===== config.mk =====
export PLATFORM = sky130hd
export DESIGN_NAME = vga_scanout_flat
export DESIGN_NICKNAME = d
export VERILOG_FILES = /design/src/rtl/vga_scanout_if.sv /design/src/rtl/vga_scanout.sv /design/src/flat_wrapper.sv
export SDC_FILE = /design/constraint.sdc
export NUM_CORES = 1
export LEC_CHECK = 0
export CAP_MARGIN = 5
export CORE_AREA = 2 2 78 80
export CTS_CLUSTER_DIAMETER = 150
export DETAILED_ROUTE_END_ITERATION = 8
export DIE_AREA = 0 0 80 82
export PLACE_DENSITY = 0.76
export SLEW_MARGIN = 5
export SYNTH_ARGS = -nofsm -noshare
export SYNTH_HDL_FRONTEND = slang
export SYNTH_SLANG_ARGS = --single-unit

===== constraint.sdc =====
create_clock -name clk -period 3.3 [get_ports clk]
set_input_delay 0.495 -clock clk [delete_from_list [all_inputs] [get_ports clk]]
set_output_delay 0.495 -clock clk [all_outputs]
set_load 0.02 [all_outputs]

===== src/rtl/vga_scanout_if.sv =====
// Framebuffer read bus between the scanout engine and the framebuffer RAM.
//   fb_addr   : read address, 160x120 row-major (0..19199)
//   fb_rd_en  : read strobe, high only for visible-area addresses
//   fb_data   : read data {R,G,B} 4 bits each, valid one clock after the address
// master = scanout engine, slave = framebuffer memory.
interface vga_scanout_if;
    logic [14:0] fb_addr;
    logic        fb_rd_en;
    logic [11:0] fb_data;

    modport master (output fb_addr, output fb_rd_en, input fb_data);
    modport slave  (input fb_addr, input fb_rd_en, output fb_data);
endinterface


===== src/rtl/vga_scanout.sv =====
// VGA scanout engine: free-running h/v counters, 4x4 upscaled framebuffer
// fetch and a three-stage pipeline that keeps colour and syncs aligned.
// Ports:
//   clk            pixel clock, rising edge
//   rst_n          asynchronous active-low reset
//   fb             framebuffer read bus (master side)
//   vga_r/g/b_o    registered pixel colour, 0 outside the visible area
//   hsync_o/vsync_o registered syncs, active low, 3 clocks after counter state
//   vblank_o       vertical counter in blanking, 1 clock after counter state
//   frame_start_o  one-clock pulse for counter state (0,0), 1 clock latency
module vga_scanout #(
    parameter int H_VIS  = 640,
    parameter int H_FP   = 16,
    parameter int H_SYNC = 96,
    parameter int H_BP   = 48,
    parameter int V_VIS  = 480,
    parameter int V_FP   = 10,
    parameter int V_SYNC = 2,
    parameter int V_BP   = 33
) (
    input  logic              clk,
    input  logic              rst_n,
    vga_scanout_if.master     fb,
    output logic [3:0]        vga_r_o,
    output logic [3:0]        vga_g_o,
    output logic [3:0]        vga_b_o,
    output logic              hsync_o,
    output logic              vsync_o,
    output logic              vblank_o,
    output logic              frame_start_o
);

    localparam logic [9:0] H_LAST   = 10'(H_VIS + H_FP + H_SYNC + H_BP - 1);
    localparam logic [9:0] V_LAST   = 10'(V_VIS + V_FP + V_SYNC + V_BP - 1);
    localparam logic [9:0] H_VIS_C  = 10'(H_VIS);
    localparam logic [9:0] V_VIS_C  = 10'(V_VIS);
    localparam logic [9:0] HS_FIRST = 10'(H_VIS + H_FP);
    localparam logic [9:0] HS_LAST  = 10'(H_VIS + H_FP + H_SYNC - 1);
    localparam logic [9:0] VS_FIRST = 10'(V_VIS + V_FP);
    localparam logic [9:0] VS_LAST  = 10'(V_VIS + V_FP + V_SYNC - 1);

    logic [9:0]  h_cnt_q, h_cnt_d;
    logic [9:0]  v_cnt_q, v_cnt_d;

    logic        vis;
    logic        hs_n, vs_n;
    logic [7:0]  fx, fy;
    logic [14:0] addr_calc;

    // stage 1: address fetch, stage 2: aligned with RAM output, stage 3: pins
    logic [14:0] fb_addr_q;
    logic        rd_en_q;
    logic        hs1_q, vs1_q;
    logic        vis2_q, hs2_q, vs2_q;
    logic [11:0] rgb3_q;
    logic        hs3_q, vs3_q;
    logic        vblank_q, frame_start_q;

    always_comb begin
        h_cnt_d = h_cnt_q + 10'd1;
        v_cnt_d = v_cnt_q;
        if (h_cnt_q == H_LAST) begin
            h_cnt_d = 10'd0;
            v_cnt_d = (v_cnt_q == V_LAST) ? 10'd0 : v_cnt_q + 10'd1;
        end
    end

    assign vis  = (h_cnt_q < H_VIS_C) && (v_cnt_q < V_VIS_C);
    assign hs_n = !((h_cnt_q >= HS_FIRST) && (h_cnt_q <= HS_LAST));
    assign vs_n = !((v_cnt_q >= VS_FIRST) && (v_cnt_q <= VS_LAST));

    // fy*160 + fx as two shifts and adds; fy<=119, fx<=159 keeps it <=19199
    assign fx        = h_cnt_q[9:2];
    assign fy        = v_cnt_q[9:2];
    assign addr_calc = {fy, 7'b0} + {2'b0, fy, 5'b0} + {7'b0, fx};

    always_ff @(posedge clk or negedge rst_n) begin
        if (!rst_n) begin
            h_cnt_q       <= 10'd0;
            v_cnt_q       <= 10'd0;
            fb_addr_q     <= 15'd0;
            rd_en_q       <= 1'b0;
            hs1_q         <= 1'b1;
            vs1_q         <= 1'b1;
            vis2_q        <= 1'b0;
            hs2_q         <= 1'b1;
            vs2_q         <= 1'b1;
            rgb3_q        <= 12'd0;
            hs3_q         <= 1'b1;
            vs3_q         <= 1'b1;
            vblank_q      <= 1'b0;
            frame_start_q <= 1'b0;
        end else begin
            h_cnt_q       <= h_cnt_d;
            v_cnt_q       <= v_cnt_d;
            // address holds outside the visible area so the RAM input stays quiet
            if (vis) begin
                fb_addr_q <= addr_calc;
            end
            rd_en_q       <= vis;
            hs1_q         <= hs_n;
            vs1_q         <= vs_n;
            vis2_q        <= rd_en_q;
            hs2_q         <= hs1_q;
            vs2_q         <= vs1_q;
            // fb_data is only trusted in the cycle after a read strobe
            rgb3_q        <= vis2_q ? fb.fb_data : 12'd0;
            hs3_q         <= hs2_q;
            vs3_q         <= vs2_q;
            vblank_q      <= (v_cnt_q >= V_VIS_C);
            frame_start_q <= (h_cnt_q == 10'd0) && (v_cnt_q == 10'd0);
        end
    end

    assign fb.fb_addr    = fb_addr_q;
    assign fb.fb_rd_en   = rd_en_q;
    assign vga_r_o       = rgb3_q[11:8];
    assign vga_g_o       = rgb3_q[7:4];
    assign vga_b_o       = rgb3_q[3:0];
    assign hsync_o       = hs3_q;
    assign vsync_o       = vs3_q;
    assign vblank_o      = vblank_q;
    assign frame_start_o = frame_start_q;

endmodule

===== src/flat_wrapper.sv =====
// flat-port wrapper written by rule: the top's interface ports become plain ports
module vga_scanout_flat 
#(
    parameter int H_VIS  = 640,
    parameter int H_FP   = 16,
    parameter int H_SYNC = 96,
    parameter int H_BP   = 48,
    parameter int V_VIS  = 480,
    parameter int V_FP   = 10,
    parameter int V_SYNC = 2,
    parameter int V_BP   = 33
)
  (clk, rst_n, vga_r_o, vga_g_o, vga_b_o, hsync_o, vsync_o, vblank_o, frame_start_o, fb_fb_addr, fb_fb_rd_en, fb_fb_data);
  vga_scanout_if fb_i ();
  input  logic clk;
  input  logic rst_n;
  output logic [3:0] vga_r_o;
  output logic [3:0] vga_g_o;
  output logic [3:0] vga_b_o;
  output logic hsync_o;
  output logic vsync_o;
  output logic vblank_o;
  output logic frame_start_o;
  output wire logic [$bits(fb_i.fb_addr)-1:0] fb_fb_addr;
  output wire logic [$bits(fb_i.fb_rd_en)-1:0] fb_fb_rd_en;
  input wire logic [$bits(fb_i.fb_data)-1:0] fb_fb_data;
  assign fb_fb_addr = fb_i.fb_addr;
  assign fb_fb_rd_en = fb_i.fb_rd_en;
  assign fb_i.fb_data = fb_fb_data;
  vga_scanout #(.H_VIS(H_VIS), .H_FP(H_FP), .H_SYNC(H_SYNC), .H_BP(H_BP), .V_VIS(V_VIS), .V_FP(V_FP), .V_SYNC(V_SYNC), .V_BP(V_BP)) u_core (.clk(clk), .rst_n(rst_n), .fb(fb_i), .vga_r_o(vga_r_o), .vga_g_o(vga_g_o), .vga_b_o(vga_b_o), .hsync_o(hsync_o), .vsync_o(vsync_o), .vblank_o(vblank_o), .frame_start_o(frame_start_o));
endmodule

-- After elaboration in Yosys (flattened, before gate mapping)
Cells that the tools add are included.
- eq/ne operators: 2
- reduce and logical (&&, ||, !) cells: 8
- add/subtract/negate cells: 4
- magnitude comparators: 7
- multiplexer cells: 3
- operators by type and width (operator ; count):
    10-bit by 1-bit adder with 10-bit output (second input constant) ; 2
    10-bit equality test (second input constant) ; 2
    10-bit by 9-bit greater-or-equal comparator with 1-bit output (second input constant) ; 2
    10-bit logical NOT ; 2
    10-bit two-way mux ; 2
    15-bit by 13-bit adder with 15-bit output ; 1
    15-bit by 8-bit adder with 15-bit output ; 1
    12-bit two-way mux ; 1
    10-bit greater-or-equal comparator (second input constant) ; 1
    10-bit less-or-equal comparator (second input constant) ; 1
    10-bit by 9-bit less-or-equal comparator with 1-bit output (second input constant) ; 1
    10-bit < comparator (second input constant) ; 1
    10-bit by 9-bit < comparator with 1-bit output (second input constant) ; 1
    1-bit logical AND ; 4
    1-bit logical NOT ; 2
- output and inout bits: 32
- input port bits: 14
- word-level logic and storage cells: 38
- flip-flop bits (word level): 57

-- Longest topological paths before layout
Gate-level depths: netlist of the first run.
- depth in word-level cells: 3
- mapped depth: 7
- gate-level depth less buffers: 7

-- Worst setup path after synthesis of the first run
OpenSTA, ideal clock, no wires.
- path kind: register to register
- start point: register u_core.v_cnt_q[2]
- end point: register u_core.fb_addr_q[14] (netlist: u_core.fb.fb_addr[14])
- arrival: 2.413 ns
- cell stages (with the launch flop): 7
- clock period less this slack: 2.544 ns
- slack: 0.756 ns
- required time: 3.169 ns
- library setup time: 0.131 ns
- path buffers: 0
- cell sequence: dfrtp_1 -> fa_1 -> fa_1 -> a211oi_1 -> o21ai_0 -> and3_1 -> o41a_2
- cells in the longest elaborated chain, start to end: 2
- elaborated cells on any way between the ends: 4
- classes of those cells: add/sub: 2; order compare: 1; reduce/logical: 1
- RTL lines (what ; line ; source):
    from (decl) ; vga_scanout.sv:43 ; logic [9:0] v_cnt_q, v_cnt_d;
    from (signal assigned) ; vga_scanout.sv:95 ; v_cnt_q <= v_cnt_d;
    15-bit by 13-bit adder with 15-bit output or 10-bit by 9-bit < comparator with 1-bit output (tied branches) ; vga_scanout.sv:75, vga_scanout.sv:68 ;
    15-bit by 8-bit adder with 15-bit output or 1-bit logical AND (tied branches) ; vga_scanout.sv:75, vga_scanout.sv:68 ;
    to (signal assigned) ; vga_scanout.sv:98 ; fb_addr_q <= addr_calc;
    to (decl) ; vga_scanout.sv:51 ; logic [14:0] fb_addr_q;
Parallel ways exist; a longest one is shown, timed or not.
A chain may end at the register's enable or synchronous reset.

-- Worst setup path in the final report of the first run
Ends and elaborated chain as after synthesis.

==> results of run 1 <==
routing by layer:
metal / vias to the layer above / global-route usage (%) / wire [µm]
li1: 960 / - / -
met1: 947 / 23.1 / 2400
met2: 65 / 27.3 / 2390
met3: 8 / 4.95 / 302
met4: 0 / 8.14 / 102
met5: - / 0 / 0
worst min path at each step:
| stage | from | endpoint | slack (ps) | cells after the start |
|---|---|---|---|---|
| 2_1_floorplan | rst_n | u_core.fb.fb_addr[0]$_DFFE_PN0P_ | 200 | 0 |
| 3_3_place_gp | u_core.vs2_q$_DFF_PN1_ | u_core.vsync_o$_DFF_PN1_ | 350 | 0 |
| 3_5_place_dp | u_core.vs2_q$_DFF_PN1_ | u_core.vsync_o$_DFF_PN1_ | 350 | 0 |
| 4_1_cts | rst_n | u_core.fb.fb_addr[6]$_DFFE_PN0P_ | 100 | 1 |
| 5_1_grt | rst_n | u_core.rgb3_q[0]$_DFF_PN0_ | 140 | 1 |
| 6_report | rst_n | u_core.rgb3_q[0]$_DFF_PN0_ | 100 | 1 |
logic make-up after synthesis:
| family | after synthesis |
|---|---|
| buffers and inverters | 16 |
| DFF | 57 |
| AOI/OAI and AO/OA | 43 |
| muxes | 11 |
| xor gates and xnor gates | 11 |
| and+or+nand+nor | 81 |
| adders and majority gates | 22 |
cell usage after synthesis, types with 3 or more instances:
| cell type | instances |
|---|---|
| sky130_fd_sc_hd__dfrtp_1 | 51 |
| sky130_fd_sc_hd__ha_1 | 20 |
| sky130_fd_sc_hd__o21ai_0 | 18 |
| sky130_fd_sc_hd__nand2_1 | 16 |
| sky130_fd_sc_hd__and2_1 | 13 |
| sky130_fd_sc_hd__nand3_1 | 11 |
| sky130_fd_sc_hd__nor2_1 | 11 |
| sky130_fd_sc_hd__and3_1 | 10 |
| sky130_fd_sc_hd__inv_1 | 9 |
| sky130_fd_sc_hd__mux2_4 | 7 |
| sky130_fd_sc_hd__xnor2_1 | 7 |
| sky130_fd_sc_hd__dfstp_2 | 6 |
| sky130_fd_sc_hd__a211oi_1 | 5 |
| sky130_fd_sc_hd__a21oi_1 | 4 |
| sky130_fd_sc_hd__a31oi_1 | 4 |
| sky130_fd_sc_hd__buf_2 | 4 |
| sky130_fd_sc_hd__xor2_1 | 4 |
| sky130_fd_sc_hd__mux2i_1 | 3 |
| sky130_fd_sc_hd__o31ai_1 | 3 |
| sky130_fd_sc_hd__or2_2 | 3 |
cell type report:
cell class                      instances  area share (%)
Clock buffer                            9            3.51
Clock inverter                          7            3.37
Inverter                                9           0.958
Multi-Input combinational cell        168            35.8
Sequential cell                        57            40.7
Tap cell                               75            2.66
Timing Repair Buffer                   47            13.1
worst max-delay path, stage by stage, from the launching register on:
cell	delay, ps
sky130_fd_sc_hd__dfrtp_1	480
sky130_fd_sc_hd__fa_1	570
sky130_fd_sc_hd__fa_1	500
sky130_fd_sc_hd__a211oi_1	310
sky130_fd_sc_hd__o21ai_0	170
sky130_fd_sc_hd__and3_1	220
sky130_fd_sc_hd__o41a_2	370
power groups by stage:
stage               registers [mW]  clock network, mW  logic [mW]
global route                 0.708              0.832      0.0656
global placement             0.721                  0      0.0600
detailed placement           0.721                  0      0.0604
CTS                          0.708              0.800      0.0606
finish                       0.708              0.781      0.0590
floorplan                    0.731                  0     0.00496
flip-flops by register name, indices dropped and copies added (netlist names):
signal	cells
u_core.fb.fb_addr	15
u_core.h_cnt_q	10
u_core.vs1_q	1
u_core.vsync_o	1
u_core.vblank_o	1
u_core.v_cnt_q	10
u_core.hs2_q	1
u_core.vs2_q	1
u_core.fb.fb_rd_en	1
u_core.rgb3_q	12
u_core.frame_start_o	1
u_core.hsync_o	1
u_core.hs1_q	1
u_core.vis2_q	1
cell usage in the layout (no fill, tap or decap), drive strengths merged, types with 4 or more instances in the layout:
cell type	Yosys	routed
dfrtp	51	51
clkdlybuf4s50	0	44
ha	20	20
o21ai	18	18
nand2	16	16
and2	13	13
nand3	11	11
nor2	11	11
and3	10	10
inv	9	9
clkbuf	2	9
mux2	8	8
xnor2	7	7
dfstp	6	6
a211oi	5	5
a21oi	4	4
xor2	4	4
a31oi	4	4
==> results_tabular.tex, run 1 <==
\begin{tabular}{lr}
\hline
Metric & Value \\
\hline
\multicolumn{2}{l}{\textbf{Run status}} \\
\quad Run status & completed \\
\multicolumn{2}{l}{\textbf{GRT}} \\
\quad Sum of overflow across all layers after global routing & 0 \\
\quad Number of antenna violations at the first check in global routing & 0 \\
\quad Number of global-route vias before repair & 1866 \\
\quad Global Route Usage Sum & roughly 18\% \\
\quad First-pass GRT wire length & 8810 µm \\
\quad Largest net degree at the start of global routing & 25 \\
\multicolumn{2}{l}{\textbf{Detailed routing}} \\
\quad Post-DR wirelength/cell & between 10 and 15 µm \\
\quad Via count & approximately 2000 \\
\quad Final wirelength & approximately 5200 µm \\
\quad Vias per cell & between 5 and 6 \\
\quad Number of nets with antenna violations after detailed routing & 0 \\
\quad Initial DRT Pass Iterations & 4 \\
\quad First DRT Iteration DRCs & around 90 \\
\quad DRC errors left & 0 \\
\multicolumn{2}{l}{\textbf{STA}} \\
\quad Final Max Slew Viols & 0 \\
\quad Final TNS setup & 0 ps \\
\quad Fin crit share & slightly above 80\% \\
\quad Setup repair after global routing missed its margin & no \\
\quad Hold Vio Cnt, Final & 0 \\
\quad Minimum setup slack in the final design & 561 ps \\
\quad Relative slew slack & 36.1\% \\
\quad Number of failing setup endpoints in the final timing report & 0 \\
\quad Time the final worst path needs with I/O delays and setup & approximately 2700 ps \\
\quad Fmax & around 370 MHz \\
\quad Measured slew at the worst slew-check pin & around 960 ps \\
\quad Final-layout worst hold slack & between 100 and 150 ps \\
\quad Clock Skews & roughly 6.8 ps \\
\multicolumn{2}{l}{\textbf{Synth}} \\
\quad Number of nets in the synthesized netlist & 277 \\
\quad Total of flip-flops plus latches after synthesis & 57 \\
\quad Simple-Gate Fraction of Synth Area & 16.5\% \\
\quad Main combinational cell family by area after synthesis & simple AND/OR/NAND/NOR gates \\
\quad Proportion of register bits with asynchronous set or reset after synthesis & between 90\% and 100\% \\
\quad Most area-consuming cells after synthesis & sky130\_fd\_sc\_hd\_\_dfrtp\_1, sky130\_fd\_sc\_hd\_\_ha\_1, sky130\_fd\_sc\_hd\_\_dfstp\_2 \\
\quad Post-Syn Area per Cell & around 11 µm² \\
\quad Post-synth top area cell & sky130\_fd\_sc\_hd\_\_dfrtp\_1 \\
\quad XOR/XNOR share of the synthesized area & $\sim$3.5\% \\
\quad Area of the mapped netlist & around 2800 µm² \\
\quad Most used flip-flop cell after synthesis & sky130\_fd\_sc\_hd\_\_dfrtp\_1 \\
\quad Share of the synthesized area in the top cell type & a little under half \\
\quad Yosys Warn Count & 0 \\
\quad Post-synthesis compound-gate area fraction & about a tenth \\
\quad Number of different library cells in the post-synthesis netlist & 42 \\
\quad Sequential element share of the synthesized area & 51.8\% \\
\quad EDFF count, synth & 0 \\
\quad Synth Instances & 241 \\
\quad Mux contribution to synthesized area & 5.29\% \\
\quad Adder-cell share of the synthesized area & between 10\% and 20\% \\
\multicolumn{2}{l}{\textbf{Clocking}} \\
\quad Clock transition at the registers of the reported paths & 60 ps \\
\quad Clock Sinks & 57 \\
\quad H-tree depth & 3 \\
\quad Post-CTS Repair Setup Buffers & 0 \\
\quad Post-cts hold buffer count & 0 \\
\quad Cells resized by post-CTS repair & 0 \\
\quad TritonCTS clock tree & yes \\
\quad Worst-skew pair later-pin latency & $\sim$340 ps \\
\quad Library cell used as clock root buffer & sky130\_fd\_sc\_hd\_\_clkbuf\_8 \\
\quad Clock buffer count from CTS & 9 \\
\quad Number of buffers between clock root and the deepest sink & 2 \\
\multicolumn{2}{l}{\textbf{Die}} \\
\quad Number of ports placed on the die boundary & 46 \\
\quad Row Count & 28 \\
\quad Initial cell density of the core & between 40 and 50\% \\
\quad Chip height & approximately 82 µm \\
\quad Die X & around 80 µm \\
\quad Die footprint & 6560 µm² \\
\quad CORE AREA & $\sim$5700 µm² \\
\multicolumn{2}{l}{\textbf{Finish}} \\
\quad Core occupancy in the finished layout & about three fifths \\
\quad Area growth from synthesis to layout & 27.4\% \\
\quad Area of all sequential standard cells & 1430 µm² \\
\quad Net total in the final layout & approximately 330 \\
\quad Fill count & 452 \\
\quad Final cell area excluding filler cells & 3530 µm² \\
\quad Multi-input logic area & approximately 1300 µm² \\
\quad Diodes inserted & 0 \\
\quad Proportion of layout cells with a drive suffix above 1 & 13.1\% \\
\quad Filler-free cell count of the finished design & 372 \\
\multicolumn{2}{l}{\textbf{Worst setup path}} \\
\quad Reg2reg end & u\_core.fb.fb\_addr[14]\$\_DFFE\_PN0P\_ \\
\quad Critical path endpoint & u\_core.fb.fb\_addr[14]\$\_DFFE\_PN0P\_ \\
\quad Logic depth of the worst register-to-register path & 6 \\
\quad Type of origin of the critical path & flip-flop \\
\quad R2R Setup Slk & $\sim$560 ps \\
\quad Worst setup path start & u\_core.v\_cnt\_q[2]\$\_DFFE\_PN0N\_ \\
\quad Critical Path End Type & flip-flop \\
\quad Data required time of the worst path & 3510 ps \\
\quad Arrival @ worst endpoint & roughly 3000 ps \\
\quad Setup CP Type & flip-flop to flip-flop \\
\quad Maximum fanout along the worst path & 9 \\
\quad Launching point of the worst reg2reg path & u\_core.v\_cnt\_q[2]\$\_DFFE\_PN0N\_ \\
\multicolumn{2}{l}{\textbf{Pwr}} \\
\quad Total chip power & 1.55 mW \\
\quad Combinational share of power & 3.8\% \\
\quad Switching Fraction & $\sim$20\% \\
\quad Leakage power figure & $\sim$1.6 nW \\
\quad Flop pwr share & between 40\% and 50\% \\
\quad Worst VDD drop & roughly 0.32 mV \\
\quad Internal power consumption & $\sim$1.2 mW \\
\quad Clock network fraction of total power & between 50\% and 60\% \\
\quad NetSw & slightly above 300 µW \\
\quad Power density relative to cell area & $\sim$440 nW/µm² \\
\multicolumn{2}{l}{\textbf{Placement}} \\
\quad DP Area & 3280 µm² \\
\quad Placed Cells incl. Taps & 356 \\
\quad Pre-CTS setup slack & between 500 and 600 ps \\
\quad \# port buffers & 45 \\
\quad Post-detail-place hpwl & about 3700 µm \\
\quad Routability congestion estimate from global placement & 0.807 \\
\multicolumn{2}{l}{\textbf{Worst hold path}} \\
\quad Hold WC Path Type & input port to async pin \\
\multicolumn{2}{l}{\textbf{Run}} \\
\quad Number of max-cap violations & 0 \\
\hline
\end{tabular}
No activity file was read; power rests on OpenSTA's default activity.
==> run 2, diff against run 1 <==
Clock period 3.3 ns to 2.59 ns, I/O delays scaled along.
==> results_tabular.tex, run 2 (synthesis results as in run 1) <==
\begin{tabular}{lr}
\hline
Metric & Value \\
\hline
\multicolumn{2}{l}{\textbf{Run status}} \\
\quad Run status & completed \\
\multicolumn{2}{l}{\textbf{Placement}} \\
\quad Placed Cells incl. Taps & 364 (+2.2\%) \\
\quad Post-detail-place hpwl & 3680 µm (-1.4\%) \\
\quad \# port buffers & 45 (unchanged) \\
\quad Routability congestion estimate from global placement & 0.800 (-0.95\%) \\
\quad DP Area & 3340 µm² (+1.8\%) \\
\multicolumn{2}{l}{\textbf{GRT}} \\
\quad Number of antenna violations at the first check in global routing & 0 (unchanged) \\
\quad Global Route Usage Sum & 18.0\% (+0.36 points) \\
\quad Sum of overflow across all layers after global routing & 0 (unchanged) \\
\quad First-pass GRT wire length & 8850 µm (+0.47\%) \\
\quad Number of global-route vias before repair & 1887 (+1.1\%) \\
\quad Largest net degree at the start of global routing & 58 (+130\%) \\
\multicolumn{2}{l}{\textbf{STA}} \\
\quad Hold Vio Cnt, Final & 0 (unchanged) \\
\quad Final Max Slew Viols & 0 (unchanged) \\
\quad Measured slew at the worst slew-check pin & 679 ps (-280 ps) \\
\quad Fmax & 395 MHz (+8.1\%) \\
\quad Final-layout worst hold slack & 163 ps (+58.0 ps) \\
\quad Fin crit share & 97.9\% (+15 points) \\
\quad Clock Skews & 8.05 ps (+1.22 ps) \\
\quad Number of failing setup endpoints in the final timing report & 0 (unchanged) \\
\quad Time the final worst path needs with I/O delays and setup & 2530 ps (-205 ps) \\
\quad Final TNS setup & 0 ps (unchanged) \\
\quad Relative slew slack & 54.7\% (+19 points) \\
\multicolumn{2}{l}{\textbf{Worst setup path}} \\
\quad Data required time of the worst path & 2800 ps (-710 ps) \\
\quad Critical Path End Type & flip-flop \\
\quad Arrival @ worst endpoint & 2750 ps (-200 ps) \\
\quad R2R Setup Slk & 60 ps (-510 ps) \\
\quad Setup CP Type & flip-flop to flip-flop \\
\quad Type of origin of the critical path & flip-flop \\
\quad Maximum fanout along the worst path & 2 (-7) \\
\multicolumn{2}{l}{\textbf{Die}} \\
\quad CORE AREA & 5750 µm² (unchanged) \\
\quad Number of ports placed on the die boundary & 46 (unchanged) \\
\quad Chip height & 82 µm (unchanged) \\
\quad Initial cell density of the core & 48.2\% (unchanged) \\
\quad Die X & 80 µm (unchanged) \\
\quad Row Count & 28 (unchanged) \\
\quad Die footprint & 6560 µm² (unchanged) \\
\multicolumn{2}{l}{\textbf{Clocking}} \\
\quad Number of buffers between clock root and the deepest sink & 2 (unchanged) \\
\quad H-tree depth & 3 (unchanged) \\
\quad Clock Sinks & 57 (unchanged) \\
\quad Worst-skew pair later-pin latency & 330 ps (about the same) \\
\quad TritonCTS clock tree & yes \\
\quad Library cell used as clock root buffer & sky130\_fd\_sc\_hd\_\_clkbuf\_8 \\
\quad Clock transition at the registers of the reported paths & 70 ps (about the same) \\
\quad Clock buffer count from CTS & 9 (unchanged) \\
\multicolumn{2}{l}{\textbf{Run}} \\
\quad Number of max-cap violations & 0 (unchanged) \\
\multicolumn{2}{l}{\textbf{Finish}} \\
\quad Area growth from synthesis to layout & 28.4\% \\
\quad Largest register FFs & 15 (unchanged) \\
\quad Final cell area excluding filler cells & 3550 µm² (+0.78\%) \\
\quad Proportion of layout cells with a drive suffix above 1 & 15.7\% (+2.6 points) \\
\quad Commonest non-fill, non-tap cell in the layout & sky130\_fd\_sc\_hd\_\_dfrtp\_1 \\
\quad Fill count & 461 (+2.0\%) \\
\quad Net total in the final layout & 336 (+2.4\%) \\
\quad Filler-free cell count of the finished design & 380 (+2.2\%) \\
\quad Diodes inserted & 0 (unchanged) \\
\quad Top library cells by usage in the layout, fill and taps aside & sky130\_fd\_sc\_hd\_\_dfrtp\_1, sky130\_fd\_sc\_hd\_\_clkdlybuf4s50\_1, sky130\_fd\_sc\_hd\_\_ha\_1 \\
\multicolumn{2}{l}{\textbf{Detailed routing}} \\
\quad First DRT Iteration DRCs & 76 (-16\%) \\
\quad Final wirelength & 5290 µm (+1.9\%) \\
\quad Post-DR wirelength/cell & 13.9 µm (-0.24\%) \\
\quad Number of nets with antenna violations after detailed routing & 0 (unchanged) \\
\quad DRC errors left & 0 (unchanged) \\
\quad Initial DRT Pass Iterations & 5 (+1) \\
\quad Vias per cell & 5.26 (-1.2\%) \\
\quad Via count & 1998 (+0.91\%) \\
\multicolumn{2}{l}{\textbf{Pwr}} \\
\quad Power density relative to cell area & 508 nW/µm² (+16\%) \\
\quad Total chip power & 1.81 mW (+17\%) \\
\quad Worst VDD drop & 0.432 mV (+35\%) \\
\quad Leakage power figure & 1.67 nW (+1.7\%) \\
\multicolumn{2}{l}{\textbf{Worst hold path}} \\
\quad Hold WC Path Type & input port to async pin \\
\hline
\end{tabular}
==> run 2: cell types whose count changed in the layout (fill, tap and decap cells not counted) <==
cell and delta:
sky130_fd_sc_hd__a211oi_2 +1, sky130_fd_sc_hd__bufinv_16 -2, sky130_fd_sc_hd__buf_4 +8, sky130_fd_sc_hd__clkinv_4 +1, sky130_fd_sc_hd__clkbuf_8 +1, sky130_fd_sc_hd__a211oi_1 -1
==> run 2: per-stage QoR <==
stage | setup WS (ps) | util, %
finish | 55.2 | 61.9
global route | -24.9 | 61.9
CTS | 22.1 | 61.8
detailed placement | 26.0 | 58.2
global placement | 68.4 | 58.2
floorplan | 46.2 | -
==> run 2: worst max-delay path, stage by stage (launching register included) <==
cell	delay, ps
sky130_fd_sc_hd__dfrtp_1	400
sky130_fd_sc_hd__fa_1	540
sky130_fd_sc_hd__fa_1	470
sky130_fd_sc_hd__a211oi_2	270
sky130_fd_sc_hd__o21ai_0	160
sky130_fd_sc_hd__and3_1	220
sky130_fd_sc_hd__o41a_2	370
==> run 2: power by group <==
| group | switching, mW | leakage (nW) | total [mW] | internal, mW |
|---|---|---|---|---|
| sequential | 0.00199 | 0.713 | 0.902 | 0.900 |
| combinational | 0.0358 | 0.858 | 0.0735 | 0.0377 |
| clock | 0.359 | 0.0985 | 0.830 | 0.471 |
| total | 0.397 | 1.67 | 1.81 | 1.41 |
==> run 2: cell type report <==
class,count,area [µm²],area share [%]
timing repair buffer,55,520,14.6
clock buffer,10,138,3.87
inverter,9,33.8,0.950
tap,75,93.8,2.64
sequential,57,1430,40.3
clock inverter,6,67.6,1.90
multi-input combinational,168,1270,35.7
==> run 2: path summary, 6_finish.rpt <==
path,from,end,depth (start not counted)
hold reg to reg,u_core.hs1_q$_DFF_PN1_,u_core.hs2_q$_DFF_PN1_,0
setup reg to reg,u_core.v_cnt_q[2]$_DFFE_PN0N_,u_core.fb.fb_addr[14]$_DFFE_PN0P_,6
max in group asynchronous,rst_n,u_core.v_cnt_q[5]$_DFFE_PN0N_,2
hold / removal,rst_n,u_core.fb.fb_addr[14]$_DFFE_PN0P_,2
setup / recovery,u_core.v_cnt_q[2]$_DFFE_PN0N_,u_core.fb.fb_addr[14]$_DFFE_PN0P_,6
min in group clk,u_core.hs1_q$_DFF_PN1_,u_core.hs2_q$_DFF_PN1_,0
==> run 2: what timing repair did <==
action	CTS	global route
hold buffers	0	0
setup endpoints to repair	0	1
endpoints found under the hold margin	0	0
resized for setup	0	1
buffers inserted	0	0
==> run 2: metal layers <==
layer  global-route usage, %  vias up  wire [µm]
li1                        -      981          -
met1                    22.3      954       2430
met2                    28.7       56       2480
met3                    5.27        7        277
met4                    9.15        0        103
met5                       0        -          0
